File: src/rtl/rram_adc_packer.sv
// Samples all thermometer-coded column ADC outputs on a capture strobe, converts
// each to a binary count, and streams the packed counts into the output FIFO.
module rram_adc_packer #(
  parameter int NUM_ADC         = 32,
  parameter int ADC_WIDTH_THERM = 15,
  parameter int ADC_WIDTH       = 4,
  parameter int DATAOUT_WIDTH   = 64
) (
  input  logic                       CLK,
  input  logic                       reset,
  input  logic                       capture,
  input  logic                       clear_err,
  input  logic [ADC_WIDTH_THERM-1:0] ADCOUT_THERM [NUM_ADC],
  output logic                       busy,
  output logic                       push_n_oFIFO,
  input  logic                       full_oFIFO,
  output logic [DATAOUT_WIDTH-1:0]   din_oFIFO,
  output logic                       therm_err,
  output logic [15:0]                frame_cnt,
  output logic [1:0]                 dbg_state_o
);

  localparam int FRAME_W = NUM_ADC * ADC_WIDTH;
  localparam int WORDS   = FRAME_W / DATAOUT_WIDTH;
  localparam int IDX_W   = (WORDS > 1) ? $clog2(WORDS) : 1;

  typedef enum logic [1:0] {
    S_IDLE = 2'd0,
    S_CONV = 2'd1,
    S_PUSH = 2'd2
  } state_t;

  // FIFO handshake: a word is transferred on every rising edge where
  // push_n_oFIFO is low; push_n_oFIFO is low only in PUSH while full is low.

  state_t                     state_q;
  logic [ADC_WIDTH_THERM-1:0] therm_q [NUM_ADC];
  logic [FRAME_W-1:0]         words_q;
  logic [IDX_W-1:0]           idx_q;
  logic [DATAOUT_WIDTH-1:0]   din_q;
  logic                       err_q;
  logic [15:0]                frame_q;

  logic [FRAME_W-1:0]         conv_words;
  logic                       bubble;
  logic                       err_set;
  logic [DATAOUT_WIDTH-1:0]   nxt_word;
  logic                       push_fire;

  // A valid code is 0..01..1, so adding one leaves no bit in common with it.
  function automatic logic is_bubble(input logic [ADC_WIDTH_THERM-1:0] code);
    logic [ADC_WIDTH_THERM:0] code_ext;
    code_ext = {1'b0, code};
    return (code_ext & (code_ext + (ADC_WIDTH_THERM+1)'(1))) != '0;
  endfunction

  always_comb begin
    conv_words = '0;
    bubble     = 1'b0;
    for (int i = 0; i < NUM_ADC; i++) begin
      conv_words[i*ADC_WIDTH +: ADC_WIDTH] = ADC_WIDTH'($countones(therm_q[i]));
      if (is_bubble(therm_q[i])) bubble = 1'b1;
    end
  end

  always_comb begin
    nxt_word = '0;
    for (int w = 1; w < WORDS; w++) begin
      if (idx_q == IDX_W'(w - 1)) nxt_word = words_q[w*DATAOUT_WIDTH +: DATAOUT_WIDTH];
    end
  end

  assign err_set   = (state_q == S_CONV) && bubble;
  assign push_fire = (state_q == S_PUSH) && !full_oFIFO;

  always_ff @(posedge CLK) begin
    if (reset) begin
      state_q <= S_IDLE;
      idx_q   <= '0;
      din_q   <= '0;
      err_q   <= 1'b0;
      frame_q <= '0;
    end else begin
      if (err_set)        err_q <= 1'b1;
      else if (clear_err) err_q <= 1'b0;

      case (state_q)
        S_IDLE: begin
          if (capture) begin
            therm_q <= ADCOUT_THERM;
            state_q <= S_CONV;
          end
        end
        S_CONV: begin
          words_q <= conv_words;
          din_q   <= conv_words[DATAOUT_WIDTH-1:0];
          idx_q   <= '0;
          state_q <= S_PUSH;
        end
        S_PUSH: begin
          if (push_fire) begin
            if (idx_q == IDX_W'(WORDS - 1)) begin
              // din keeps the last word so the FIFO bus is quiet in IDLE.
              idx_q   <= '0;
              frame_q <= frame_q + 16'd1;
              state_q <= S_IDLE;
            end else begin
              idx_q <= idx_q + IDX_W'(1);
              din_q <= nxt_word;
            end
          end
        end
        default: state_q <= S_IDLE;
      endcase
    end
  end

  assign busy         = (state_q != S_IDLE);
  assign push_n_oFIFO = !push_fire;
  assign din_oFIFO    = din_q;
  assign therm_err    = err_q;
  assign frame_cnt    = frame_q;
  assign dbg_state_o  = state_q;

endmodule
File: config.mk
export PLATFORM = sky130hd
export DESIGN_NAME = rram_adc_packer
export DESIGN_NICKNAME = d
export VERILOG_FILES = /design/src/rtl/rram_adc_packer.sv
export SDC_FILE = /design/constraint.sdc
export NUM_CORES = 1
export LEC_CHECK = 0
export CAP_MARGIN = 20
export CORE_MARGIN = 3
export CORE_UTILIZATION = 28
export DETAILED_ROUTE_END_ITERATION = 12
export GPL_ROUTABILITY_DRIVEN = 0
export PLACE_DENSITY = 0.6
export SLEW_MARGIN = 10
export SYNTH_ARGS = -nofsm -noshare
export SYNTH_HDL_FRONTEND = slang
export SYNTH_SLANG_ARGS = --single-unit
File: constraint.sdc
create_clock -name CLK -period 52.9 [get_ports CLK]
set_clock_uncertainty 0.05 [all_clocks]
set_input_delay 15.87 -clock CLK [delete_from_list [all_inputs] [get_ports CLK]]
set_output_delay 15.87 -clock CLK [all_outputs]
set_load 0.03 [all_outputs]
=== Word level (Yosys, flattened, before mapping) ===
Cells that the tools add are included.

* Bits in registers: 692
* Word-level logic and storage cells: 649

* Add/subtract/negate cells: 482
* Eq/ne operators: 6
* Mux-type cells: 44
* Bitwise gates (word level): 33
* Reductions and logical operators: 46

{| class="wikitable"
|+ Operator list
! cell !! number
|-
| 15-bit by 1-bit adder with 16-bit output (second input constant) || 32
|-
| 15-bit by 16-bit AND with 16-bit output || 32
|-
| 16-bit nonzero test || 32
|-
| 1-bit by 1-bit adder with 2-bit output || 224
|-
| 2-bit by 2-bit adder with 3-bit output || 96
|-
| 3-bit by 3-bit adder with 4-bit output || 64
|-
| 4-bit adder || 32
|-
| 64-bit 2-to-1 mux || 2
|-
| 64-bit case mux with 2 select lines || 1
|-
| 2-bit by 1-bit adder with 3-bit output || 32
|-
| 1-bit 2-to-1 mux || 36
|-
| 16-bit by 1-bit adder with 16-bit output (second input constant) || 1
|-
| 3-bit AND reduction || 4
|-
| 2-bit inequality test (second input constant) || 4
|-
| 2-bit 2-to-1 mux || 3
|-
| 2-bit case mux with 3 select lines || 1
|-
| 2-bit nonzero test || 3
|-
| 2-bit AND reduction || 2
|-
| 2-bit by 1-bit equality test with 1-bit output (second input constant) || 1
|-
| 2-bit equality test (second input constant) || 1
|-
| 1-bit logical AND || 2
|-
| 1-bit zero test || 2
|-
| 2-bit zero test || 1
|-
| 1-bit case mux with 2 select lines || 1
|-
| 2 further kinds || 2
|}

=== Logic depth before layout (Yosys ltp) ===
* Depth in word-level cells: 37
* Mapped depth: 12

=== Worst setup path after synthesis ===
OpenSTA, ideal clock, no wires.

* Path kind: input-to-reg
* Start: input reset
* End: register therm_q[0] in the netlist's numbering, enable pin
* Setup time: 2011 ps
* Data arrival time: 50884 ps
* Data required time: 50839 ps
* Slack: -45 ps
* Cell stages on the path: 3
* Buffers on the path: 2
* Path through: clkbuf_1 -> clkbuf_1 -> nor3b_1

* Longest elaborated chain between the ends: 2

{| class="wikitable"
|+ RTL lines
! item !! line !! text
|-
| from (decl) || 10 || <nowiki>input logic reset,</nowiki>
|-
| 1-bit inverter (no source line) || - ||
|-
| 3-bit AND reduction (no source line) || - ||
|-
| to (signal assigned) || 90 || <nowiki>therm_q <= ADCOUT_THERM;</nowiki>
|-
| to (decl) || 37 || <nowiki>logic [ADC_WIDTH_THERM-1:0] therm_q [NUM_ADC];</nowiki>
|}

No other way between the ends.
A chain may end at the register's enable or synchronous reset.

=== Worst setup path in the final report ===
* Start: input full_oFIFO
* End: output push_n_oFIFO

* Longest elaborated chain between the ends: 3

{| class="wikitable"
|+ RTL lines
! item !! line !! text
|-
| from (decl) || 16 || <nowiki>input logic full_oFIFO,</nowiki>
|-
| 1-bit zero test || 74 || <nowiki>assign push_fire = (state_q == S_PUSH) && !full_oFIFO;</nowiki>
|-
| 1-bit logical AND || 74 ||
|-
| 1-bit zero test || 119 || <nowiki>assign push_n_oFIFO = !push_fire;</nowiki>
|-
| to (decl) || 15 || <nowiki>output logic push_n_oFIFO,</nowiki>
|}

No other way between the ends.

==> reports/metrics.cfg <==
[run_status]
status = finished clean

[clock_tree]
postCtsSetupRepairBufs = 0
cts_resized = 0
cts_root_buffer = clkbuf_16
clk_latency_ns = 0.65
htreeDepth = 3
clock_path_buffers = 3
cts_sinks = 628
numCtsBuffers = 75
tritoncts = built
path_clk_slew_ns = 0.05
ctsHoldBuffers = 0

[sta]
finalHoldViolCount = 0
tns_ns = 0
finalSetupViolCount = 0
hold_slack_ns = 0.402
slew_viol_final = 0
fmax_mhz = 30.1
rsz0062_at_grt = false
finalCriticalPeriod_ns = 33.27
worst_pin_slew_ns = 1.21
period_share_pct = 62.9
slew_headroom_pct = 18.8

[worst_setup_path]
cp.buffers_inverters = 2
cp_common_cell = clkdlybuf4s50_1
worstSetupPathType = in -> out
critPathCaptureType = primary output
cp-start-kind = primary input
reg2regPathDepth = 12
path_depth = 3
slowest_delay_ns = 0.72
cp_max_fo = 4
crit_arrival_ns = 17.35
required_ns = 36.98
cp_slowest_cell = clkdlybuf4s50_1
crit_chain = clkdlybuf4s50_1, nand2b_1, clkdlybuf4s50_1
crit_family = buffers and inverters

[power_and_ir_drop]
leakage_nw = 17.8
powerDensity_nw_per_um2 = 34.8
vdd_drop_max_uv = 19.7

[yosys]
synth_nets = 3900
synth_compound_gate_area_share_pct = 9.48
synth-simple-area-share_pct = 9.98
ys_ff_latch = 628
muxShareOfSynthArea_pct = 0.0279
synth_edf_count = 544
synth_xor_area_share_pct = 1.07
synth_top_family_by_area = adder cells
ys_seq_area_share_pct = 50.2
ys_warn_count = 0
synth_adder_area_share_pct = 23.5
syn_area_sq_um = 35900
synth_ff_type = edfxtp_1
synth.avg_cell_area_sq_um = 12.2
synth-async-reset-ratio_pct = 0
synth_cells = 2934
synthDistinctLibCells = 61

[global_routing]
grt_overflow = 0
grt_antenna_before_repair = 18
grt_pass1_wl_um = 220000
track_usage_pct = 24.4
grt_max_degree = 164
grt_pass1_vias = 27400

[route]
wl_um = 165000
via_count = 27900
drtPass1Iterations = 6
via_per_inst = 5.28
drc = 0
wl_per_cell_um = 31.2
ant_nets = 0
drt-initial-drc-count = 3714

[die]
chipHeight_um = 364
rows = 130
die-area_sq_um = 132000
start_util_pct = 28.4
io_pins = 570
die_w_um = 364
core_region_area_sq_um = 126000

[cells_and_area]
final_layout_size_suffix_gt1_share_pct = 4.26
fill_cells = 12300
nNetsFinal = 4526
syn_to_final_growth_pct = 29.0

[placed_design]
dp_hpwl_um = 138000
portBuffers = 569

[hold_path]
hold_class = reg -> reg
holdPathStages = 2

[flow_run]
maxCapViolCount = 0

metrics by stage:
stage | setup WS (ns) | area (sq um) | utilization (%) | cells | total power, mW
global route | 19.59 | 46300 | 36.6 | 5268 | 1.69
finish | 19.63 | 46300 | 36.6 | 5276 | 1.61
CTS | 19.63 | 46300 | 36.6 | 5268 | 1.62
detailed placement | 19.63 | 43700 | 34.6 | 5133 | 1.07
floorplan | 17.14 | 35900 | - | 2934 | 0.889
global placement | 19.64 | 43700 | 34.6 | 5132 | 1.05
final cells by class:
cell class	instances	area [sq um]	share of cell area, %
Timing Repair Buffer	587	5840	12.6
Antenna cell	8	20.0	0.0433
Sequential cell	628	18000	38.9
Multi-Input combinational cell	1757	15800	34.2
Clock inverter	39	523	1.13
Clock buffer	96	2060	4.45
Tap cell	1650	2060	4.46
Inverter	511	1920	4.14
worst register-to-register path: stages (launching register included):
cell,delay [ns]
edfxtp_1,0.57
fa_1,0.59
inv_1,0.05
fa_1,0.45
fa_1,0.48
fa_1,0.49
inv_1,0.06
fa_1,0.40
fa_1,0.40
xnor2_1,0.43
nand2_1,0.10
o211ai_1,0.12
a21oi_1,0.09
layout by cell type, fill, tap and decap left out, types with 28 or more instances in the layout:
cell type          n
a22oi_1           31
nand2_1          314
ha_1             161
clkbuf_16         79
o41ai_1           28
dfxtp_1           84
nand4_1           91
o211ai_1          35
o21ai_0           72
a311oi_1          32
edfxtp_1         544
nand3_1          132
clkdlybuf4s50_1  568
inv_1            511
o31ai_1           39
nor2_1            83
a21oi_1           73
fa_1             320
a21o_1            49
power by group:
group          switching (mW)  internal [mW]  total, mW
clock network           0.216          0.334      0.551
registers              0.0381          0.587      0.625
logic                   0.248          0.189      0.436
total                   0.502           1.11       1.61
state kept, by name, summed over array words and instances, names as in the netlist:
| signal | count |
|---|---|
| frame_cnt | 16 |
| therm_q | 480 |
| therm_err | 1 |
| words_q | 64 |
| idx_q | 1 |
| din_oFIFO | 64 |
| dbg_state_o | 2 |
kinds of logic after synthesis:
logic type	Yosys count
buffers and inverters	549
flip-flops	628
adder cells (fa/ha/maj)	481
AO/OA/AOI/OAI	478
multiplexers	1
XOR/XNOR	44
AND/OR/NAND/NOR	753
per-layer routing:
layer | routed length (um) | up-vias | share of wire [%] | GRT usage, %
met3 | 18800 | 389 | 11 | 7.19
met5 | 29 | - | 0.018 | 0
met4 | 11200 | 4 | 6.8 | 14.3
met2 | 72300 | 1933 | 44 | 37.0
li1 | - | 11600 | - | -
met1 | 62500 | 14000 | 38 | 31.0
final timing paths:
path,start,endpoint,slack [ns]
setup / recovery,full_oFIFO,push_n_oFIFO,19.63
hold / removal,din_oFIFO[15],din_oFIFO[15],0.40
hold reg to reg,din_oFIFO[15],din_oFIFO[15],0.40
setup reg to reg,therm_q[442],din_oFIFO[10],48.46
synth_stat cells, drive strengths merged (33+ instances only):
cell	instances	area (sq um)
edfxtp	544	16300
inv	511	1920
fa	320	6410
nand2	314	1180
ha	161	2010
nand3	134	681
nand4	92	582
dfxtp	84	1680
nor2	84	315
a21oi	73	365
o21ai	73	365
a21o	49	368
o31ai	39	293
o211ai	35	263
clkbuf	33	124
No activity file was read; power rests on OpenSTA's default activity.
